### config.mk
export PLATFORM = sky130hd
export DESIGN_NAME = ask_demod_rx_flat
export DESIGN_NICKNAME = d
export VERILOG_FILES = /design/src/rtl/ask_demod_rx_if.sv /design/src/rtl/ask_demod_rx.sv /design/src/flat_wrapper.sv
export SDC_FILE = /design/constraint.sdc
export NUM_CORES = 1
export LEC_CHECK = 0
export ABC_AREA = 1
export CORE_MARGIN = 3
export CORE_UTILIZATION = 54
export DETAILED_ROUTE_END_ITERATION = 8
export GPL_TIMING_DRIVEN = 1
export PLACE_DENSITY = 0.76
export SYNTH_ARGS = -nofsm -noshare
export SYNTH_HDL_FRONTEND = slang
export SYNTH_SLANG_ARGS = --single-unit
### constraint.sdc
create_clock -name CLK -period 4.1 [get_ports CLK]
set_input_delay 0.82 -clock CLK [delete_from_list [all_inputs] [get_ports CLK]]
set_output_delay 0.82 -clock CLK [all_outputs]
set_load 0.02 [all_outputs]
### src/rtl/ask_demod_rx_if.sv
// Sample-in / recovered-bit-out bundle for the ASK receiver.
// master drives samples and pops; slave (the receiver) drives the FIFO status.
interface ask_demod_rx_if;
    logic        sValid;
    logic [15:0] data_pt;
    logic        sync;
    logic        rEN;
    logic        dOut;
    logic        bEmpty;
    logic        bFull;
    logic        bitRdy;
    logic        overflow;

    modport master (
        output sValid, data_pt, sync, rEN,
        input  dOut, bEmpty, bFull, bitRdy, overflow
    );

    modport slave (
        input  sValid, data_pt, sync, rEN,
        output dOut, bEmpty, bFull, bitRdy, overflow
    );
endinterface

### src/rtl/ask_demod_rx.sv
// Binary-ASK receiver: integrate-and-dump |sample| over SPB samples, threshold, buffer bits in a FIFO.
// Latency: bit decided and written on the edge after the SPB-th sample; full FIFO drops bits (sticky overflow) unless popped same cycle.
module ask_demod_rx #(
    parameter int          SPB    = 8,
    parameter int          DEPTH  = 8,
    parameter logic [20:0] THRESH = 21'd65536
) (
    input  logic           CLK,
    input  logic           RESET,
    ask_demod_rx_if.slave  bus
);
    localparam int CW = $clog2(SPB);
    localparam int AW = 17 + CW;
    localparam int AB = $clog2(DEPTH);
    localparam int PW = AB + 1;
    localparam int MW = (AW > 21) ? AW : 21;

    typedef enum logic {IDLE, ACC} state_t;

    state_t          state_q, state_d;
    logic [AW-1:0]   acc_q, acc_d;
    logic [CW-1:0]   cnt_q, cnt_d;
    logic [PW-1:0]   wr_ptr_q, wr_ptr_d;
    logic [PW-1:0]   rd_ptr_q, rd_ptr_d;
    logic [DEPTH-1:0] mem_q;
    logic            dout_q, dout_d;
    logic            bitrdy_q, bitrdy_d;
    logic            ovf_q, ovf_d;

    logic signed [16:0] s_ext;
    logic [16:0]     abs_s;
    logic [AW-1:0]   abs_ext;
    logic [AW-1:0]   sum;
    logic [MW-1:0]   sum_cmp;
    logic [MW-1:0]   thr_cmp;
    logic            decide;
    logic            bit_val;
    logic            empty;
    logic            full;
    logic            pop;
    logic            push;

    // 17-bit magnitude so that -32768 maps to +32768 without saturating.
    always_comb begin
        s_ext   = {bus.data_pt[15], bus.data_pt};
        abs_s   = s_ext[16] ? 17'(-s_ext) : 17'(s_ext);
        abs_ext = {{CW{1'b0}}, abs_s};
        sum     = acc_q + abs_ext;
        sum_cmp = MW'(sum);
        thr_cmp = MW'(THRESH);
        bit_val = (sum_cmp >= thr_cmp);
    end

    always_comb begin
        state_d = state_q;
        acc_d   = acc_q;
        cnt_d   = cnt_q;
        decide  = 1'b0;
        case (state_q)
            IDLE: begin
                if (bus.sValid && bus.sync) begin
                    state_d = ACC;
                    acc_d   = abs_ext;
                    cnt_d   = CW'(1);
                end
            end
            ACC: begin
                if (bus.sValid) begin
                    if (bus.sync) begin
                        acc_d = abs_ext;
                        cnt_d = CW'(1);
                    end else if (cnt_q == CW'(SPB - 1)) begin
                        decide = 1'b1;
                        acc_d  = '0;
                        cnt_d  = '0;
                    end else begin
                        acc_d = sum;
                        cnt_d = cnt_q + CW'(1);
                    end
                end
            end
            default: state_d = IDLE;
        endcase
    end

    always_comb begin
        empty    = (wr_ptr_q == rd_ptr_q);
        full     = (wr_ptr_q[PW-1] != rd_ptr_q[PW-1]) &&
                   (wr_ptr_q[AB-1:0] == rd_ptr_q[AB-1:0]);
        pop      = bus.rEN && !empty;
        // A same-cycle pop frees the slot the push needs.
        push     = decide && (!full || pop);
        wr_ptr_d = push ? wr_ptr_q + PW'(1) : wr_ptr_q;
        rd_ptr_d = pop  ? rd_ptr_q + PW'(1) : rd_ptr_q;
        dout_d   = pop  ? mem_q[rd_ptr_q[AB-1:0]] : dout_q;
        bitrdy_d = decide;
        ovf_d    = ovf_q | (decide && full && !pop);
    end

    always_ff @(posedge CLK or negedge RESET) begin
        if (!RESET) begin
            state_q  <= IDLE;
            acc_q    <= '0;
            cnt_q    <= '0;
            wr_ptr_q <= '0;
            rd_ptr_q <= '0;
            dout_q   <= 1'b0;
            bitrdy_q <= 1'b0;
            ovf_q    <= 1'b0;
        end else begin
            state_q  <= state_d;
            acc_q    <= acc_d;
            cnt_q    <= cnt_d;
            wr_ptr_q <= wr_ptr_d;
            rd_ptr_q <= rd_ptr_d;
            dout_q   <= dout_d;
            bitrdy_q <= bitrdy_d;
            ovf_q    <= ovf_d;
        end
    end

    always_ff @(posedge CLK) begin
        if (push) begin
            mem_q[wr_ptr_q[AB-1:0]] <= bit_val;
        end
    end

    assign bus.dOut     = dout_q;
    assign bus.bEmpty   = empty;
    assign bus.bFull    = full;
    assign bus.bitRdy   = bitrdy_q;
    assign bus.overflow = ovf_q;
endmodule

### src/flat_wrapper.sv
// flat-port wrapper written by rule: the top's interface ports become plain ports
module ask_demod_rx_flat 
#(
    parameter int          SPB    = 8,
    parameter int          DEPTH  = 8,
    parameter logic [20:0] THRESH = 21'd65536
)
  (CLK, RESET, bus_sValid, bus_data_pt, bus_sync, bus_rEN, bus_dOut, bus_bEmpty, bus_bFull, bus_bitRdy, bus_overflow);
  ask_demod_rx_if bus_i ();
  input  logic CLK;
  input  logic RESET;
  input wire logic [$bits(bus_i.sValid)-1:0] bus_sValid;
  input wire logic [$bits(bus_i.data_pt)-1:0] bus_data_pt;
  input wire logic [$bits(bus_i.sync)-1:0] bus_sync;
  input wire logic [$bits(bus_i.rEN)-1:0] bus_rEN;
  output wire logic [$bits(bus_i.dOut)-1:0] bus_dOut;
  output wire logic [$bits(bus_i.bEmpty)-1:0] bus_bEmpty;
  output wire logic [$bits(bus_i.bFull)-1:0] bus_bFull;
  output wire logic [$bits(bus_i.bitRdy)-1:0] bus_bitRdy;
  output wire logic [$bits(bus_i.overflow)-1:0] bus_overflow;
  assign bus_i.sValid = bus_sValid;
  assign bus_i.data_pt = bus_data_pt;
  assign bus_i.sync = bus_sync;
  assign bus_i.rEN = bus_rEN;
  assign bus_dOut = bus_i.dOut;
  assign bus_bEmpty = bus_i.bEmpty;
  assign bus_bFull = bus_i.bFull;
  assign bus_bitRdy = bus_i.bitRdy;
  assign bus_overflow = bus_i.overflow;
  ask_demod_rx #(.SPB(SPB), .DEPTH(DEPTH), .THRESH(THRESH)) u_core (.CLK(CLK), .RESET(RESET), .bus(bus_i));
endmodule
# After elaboration in Yosys (flattened, before gate mapping)
# Index checks and enable logic that the tools add are counted.
dict set report word_totals {
  register_bits 43
  inputBits 21
  wordCells 60
}
dict set report op_classes {
  n_addsub 5
  magnitude_cmp 4
  n_eq_ne 6
  muxes 22
  bitwise_logic 2
  reduce_logical 12
}
# operator count
set op_table {}
lappend op_table {{20-bit two-way mux} 4}
lappend op_table {{20-bit case mux with 2 select lines} 1}
lappend op_table {{20-bit by 17-bit adder with 20-bit output} 1}
lappend op_table {{20-bit by 17-bit >= comparator with 1-bit output (second input constant)} 1}
lappend op_table {{17-bit two-way mux} 1}
lappend op_table {{16-bit negator with 17-bit output} 1}
lappend op_table {{3-bit two-way mux} 4}
lappend op_table {{4-bit by 1-bit adder with 4-bit output (second input constant)} 2}
lappend op_table {{8-bit bitwise mux} 1}
lappend op_table {{3-bit by 4-bit less-than comparator with 1-bit output (second input constant)} 2}
lappend op_table {{1-bit two-way mux} 8}
lappend op_table {{1-bit logical AND} 7}
lappend op_table {{3-bit case mux with 2 select lines} 1}
lappend op_table {{4-bit equality test} 1}
lappend op_table {{3-bit by 1-bit adder with 3-bit output (second input constant)} 1}
lappend op_table {{1-bit binary-select mux with 3-bit select} 1}
lappend op_table {{1-bit demux with 3-bit select} 1}
lappend op_table {{3-bit equality test} 1}
lappend op_table {{3-bit equality test (second input constant)} 1}
lappend op_table {{3-bit by 1-bit >= comparator with 1-bit output (second input constant)} 1}
lappend op_table {{1-bit logical NOT} 3}
lappend op_table {{2-bit by 1-bit != test with 1-bit output (second input constant)} 1}
lappend op_table {{2-bit != test (second input constant)} 1}
lappend op_table {{2-bit AND reduction} 1}
lappend op_table {{other kinds (4)} 4}

# Depth between registers and ports, before layout
dict set report depth {
  word_depth 8
  depth_mapped 20
  depth_no_buf 20
}

# Worst setup path before layout
# OpenSTA, ideal clock, no wires.
dict set report synth_timing {
  path_type {in2reg}
  start {input port bus_data_pt[0]}
  end {register u_core.mem_q[0] (data pin)}
  arrival_time_ps 2692
  t_required_ps 3816
  setup_slack_ps 1124
  path_stages 18
  n_path_buf 0
  path_cell_list {inv_1 -> ha_1 -> nand3_1 -> nand2_1 -> nand2_1 -> nand2_1 -> nand2_1 -> ha_1 -> nand2_1 -> inv_1 -> a21oi_1 -> nor2_1 -> nor2_1 -> nand2_1 -> nand2_1 -> nand2_1 -> nor2_1 -> nand2_1}
}
dict set report synth_via {
  elab_chain_cells 5
}
# item line_no
set synth_rtl {}
lappend synth_rtl {{from (decl)} flat_wrapper.sv:13} ;# input wire logic [$bits(bus_i.data_pt)-1:0] bus_data_pt;
lappend synth_rtl {{16-bit negator with 17-bit output} ask_demod_rx.sv:46} ;# abs_s = s_ext[16] ? 17'(-s_ext) : 17'(s_ext);
lappend synth_rtl {{17-bit two-way mux (*)} ask_demod_rx.sv:46}
lappend synth_rtl {{20-bit by 17-bit adder with 20-bit output (*)} ask_demod_rx.sv:48} ;# sum = acc_q + abs_ext;
lappend synth_rtl {{20-bit by 17-bit >= comparator with 1-bit output (*)} ask_demod_rx.sv:51} ;# bit_val = (sum_cmp >= thr_cmp);
lappend synth_rtl {{named net u_core.bit_val} ask_demod_rx.sv:37} ;# logic bit_val;
lappend synth_rtl {{8-bit bitwise mux (*)} ask_demod_rx.sv:124} ;# mem_q[wr_ptr_q[AB-1:0]] <= bit_val;
lappend synth_rtl {{to (signal, indexed assignment)} ask_demod_rx.sv:124}
lappend synth_rtl {{to (decl)} ask_demod_rx.sv:25} ;# logic [DEPTH-1:0] mem_q;
# The timed path passes the listed nets; every way through them passes the cells marked *.
# A chain may end at the register's enable or synchronous reset.

# Final worst setup path
dict set report layout_timing {
  start {input port bus_data_pt[0]}
  end {register u_core.mem_q[4] (data pin)}
}
# Same word-level chain as after synthesis.

==> impl_metrics.ini <==
[global_routing]
antenna_found_initial = 0
grt_pass1_vias = 3581
grt_pass1_wl_mm = 16.1
grt_overflow = 0
track_usage_pct = 23.6
grt_max_degree = 36

[final_layout]
final_common_cell = nand2_1
area_growth_pct = 11.9
drive_above_1_share_pct = 6.85
final_cell_mix = nand2_1, inv_1, nor2_1
nets = 660
n_antenna_cell = 0
final_cell_area_mm2 = 0.00425

[synth]
synthCells = 584
synth_top_family_by_area = simple AND/OR/NAND/NOR gates
synth_warnings = 0
syn_area_mm2 = 0.00380
synthMuxAreaShare_pct = 0.263
ys_async_sr_fraction_pct = 81.4
synthXorXnorAreaFrac_pct = 3.42
synth-edff-count = 8
synthesis.nets = 632
ys_seq_elements = 43
synth-compound-area-share_pct = 8.62
synthFlopType = dfrtp_1
syn_area_per_cell_um2 = 6.51
seq_area_frac_synth_pct = 29.4
yosys.area_share.simple_pct = 39.5
synth_cell_types = 39
synth_fa_ha_area_share_pct = 9.08

[placed_design]
port_buffers = 25
gp_congestion = 0.973
place_area_mm2 = 0.00416
hpwl_mm = 7.33

[run_status]
status = finished clean

[worst_setup_path]
max_stage_delay_ps = 420
cp_num_buf_inv = 2
cp_common_cell = nand2_1
cp_cell_sequence = clkdlybuf4s50_1 > inv_1 > ha_1 > nand3_1 > nand2_1 > nand3_1 > nand2_1 > nand2_1 > ha_1 > nand2_1 > nor2_1 > and2_1 > nand3_1 > nand4_1 > nand2_1 > nor2_1 > nand2_1
critPathTopFamily = simple AND/OR/NAND/NOR gates
cp_slowest_cell = clkdlybuf4s50_1
critPathCaptureType = flip-flop
crit_type = in -> reg
critPathLaunchType = primary input
critPathRequiredTime_ps = 4110
arrival_ps = 3580
cp_max_fo = 8

[drt]
drt_wl_total_mm = 9.19
vias = 3660
avgViaCountPerCell = 5.18
drtPass1Iterations = 5
drc_errors = 0
routedWlPerCell_um = 13.0
ant_nets = 0
first_iter_violations = 209

[timing]
final-hold-violation-count = 0
final.period_utilization_pct = 87.1
fin_skew_ps = 7.65
maxSlewViolCount = 0
final-setup-viol-count = 0
period_needed_ps = 3570
fmax_mhz = 280
max_slew_margin_pct = 45.2
tightest_slew_ps = 822
rsz0062_at_grt = false
final.setup.tns_ps = 0

[worst_hold_path]
hold_path_class = reg -> reg

[cts]
clk_latency_ps = 310
cts_tree = built
cts_inserted_buffers = 5
hold_buffers = 0
cts_sinks = 43
ctsRootBufferMaster = clkbuf_8
cts_max_level = 2
cts-resized-gates = 0
cts_buffer_depth = 2
post_cts_buffers = 0
path_clk_slew_ps = 90

[power_and_ir_drop]
vdd.ir_drop.worst_uv = 270
pwr_density_cell_mw_per_mm2 = 431
p_leak_nw = 2.24

[floorplanning]
dieArea_mm2 = 0.00808
ios = 26
die_h_um = 89.9
rows = 29
die_x_um = 89.9
core_area_mm2 = 0.00657
start_util_pct = 57.9

[job]
cap_viol_max_count = 0
==> flip-flops by register name (all words and copies together) (netlist names) <==
register	flops
u_core.acc_q	20
u_core.bus.bitRdy	1
u_core.bus.dOut	1
u_core.bus.overflow	1
u_core.cnt_q	3
u_core.mem_q	8
u_core.rd_ptr_q	4
u_core.state_q	1
u_core.wr_ptr_q	4
==> final timing paths <==
path / from / end / slack, ps / cells past startpoint
worst max-delay path: bus_data_pt[0] / u_core.mem_q[4] / 530 / 17
min in group asynchronous: RESET / u_core.acc_q[12] / 600 / 1
worst max register to register: u_core.acc_q[0] / u_core.mem_q[4] / 1680 / 13
worst min register to register: u_core.bus.overflow / u_core.bus.overflow / 490 / 1
worst min-delay path: u_core.bus.overflow / u_core.bus.overflow / 490 / 1
max in group asynchronous: RESET / u_core.cnt_q[2] / 2980 / 1
==> through the flow <==
stage / util (%) / setup slack, ps / cells / power [mW] / hold slack [ps]
floorplan: - / 1120 / 584 / 1.29 / 455
global placement: 63.3 / 309 / 698 / 1.51 / 455
detailed placement: 63.3 / 226 / 698 / 1.53 / 470
CTS: 64.8 / 542 / 706 / 1.84 / 498
global route: 64.8 / 136 / 706 / 2.01 / 521
finish: 64.8 / 530 / 706 / 1.83 / 492
==> synthesized netlist by cell type, types with 4 or more instances <==
master | instances | area share (%)
nand2_1 | 201 | 20
inv_1 | 84 | 8.3
nor2_1 | 61 | 6.0
nand3_1 | 37 | 4.9
dfrtp_1 | 35 | 23
a21oi_1 | 33 | 4.3
ha_1 | 26 | 8.6
o21ai_0 | 12 | 1.6
nor2_2 | 11 | 1.8
edfxtp_1 | 8 | 6.3
nand3b_1 | 7 | 1.4
nand4_1 | 7 | 1.2
xnor2_1 | 7 | 1.6
xor2_1 | 6 | 1.4
nand2_4 | 5 | 1.5
o21ai_1 | 5 | 0.66
buf_2 | 4 | 0.53
clkbuf_1 | 4 | 0.39
nor3_1 | 4 | 0.53
==> per-layer routing <==
metal | wire (um) | track usage [%] | vias up
li1 | - | - | 1893
met1 | 4140 | 30.5 | 1673
met2 | 4400 | 40.8 | 76
met3 | 424 | 3.59 | 18
met4 | 228 | 7.40 | 0
met5 | 0 | 0 | -
==> final cells by class <==
class                           count  area, um2
Clock inverter                      3       26.3
Inverter                           87        334
Fill cell                         611       2310
Sequential cell                    43       1120
Timing Repair Buffer               29        275
Tap cell                           93        116
Clock buffer                        5       68.8
Multi-Input combinational cell    446       2320
==> power by group <==
part           switching, mW  total (mW)  leakage [nW]  internal (mW)
Sequential            0.0868       0.613         0.499          0.526
Clock                  0.171       0.296        0.0491          0.126
Combinational          0.575       0.922          1.69          0.348
Total                  0.832        1.83          2.24           1.00
==> logic make-up (layout without fill, tap and decap cells) <==
kind of cell    count (synthesis)  in the layout
buf+inv                        95            124
mux                             1              1
fa+ha+maj                      27             27
compound gates                 60             60
other cells                     1              1
xor+xnor                       14             14
flops                          43             43
simple gates                  343            343
Note: power is estimated with default switching activity, not from simulation.
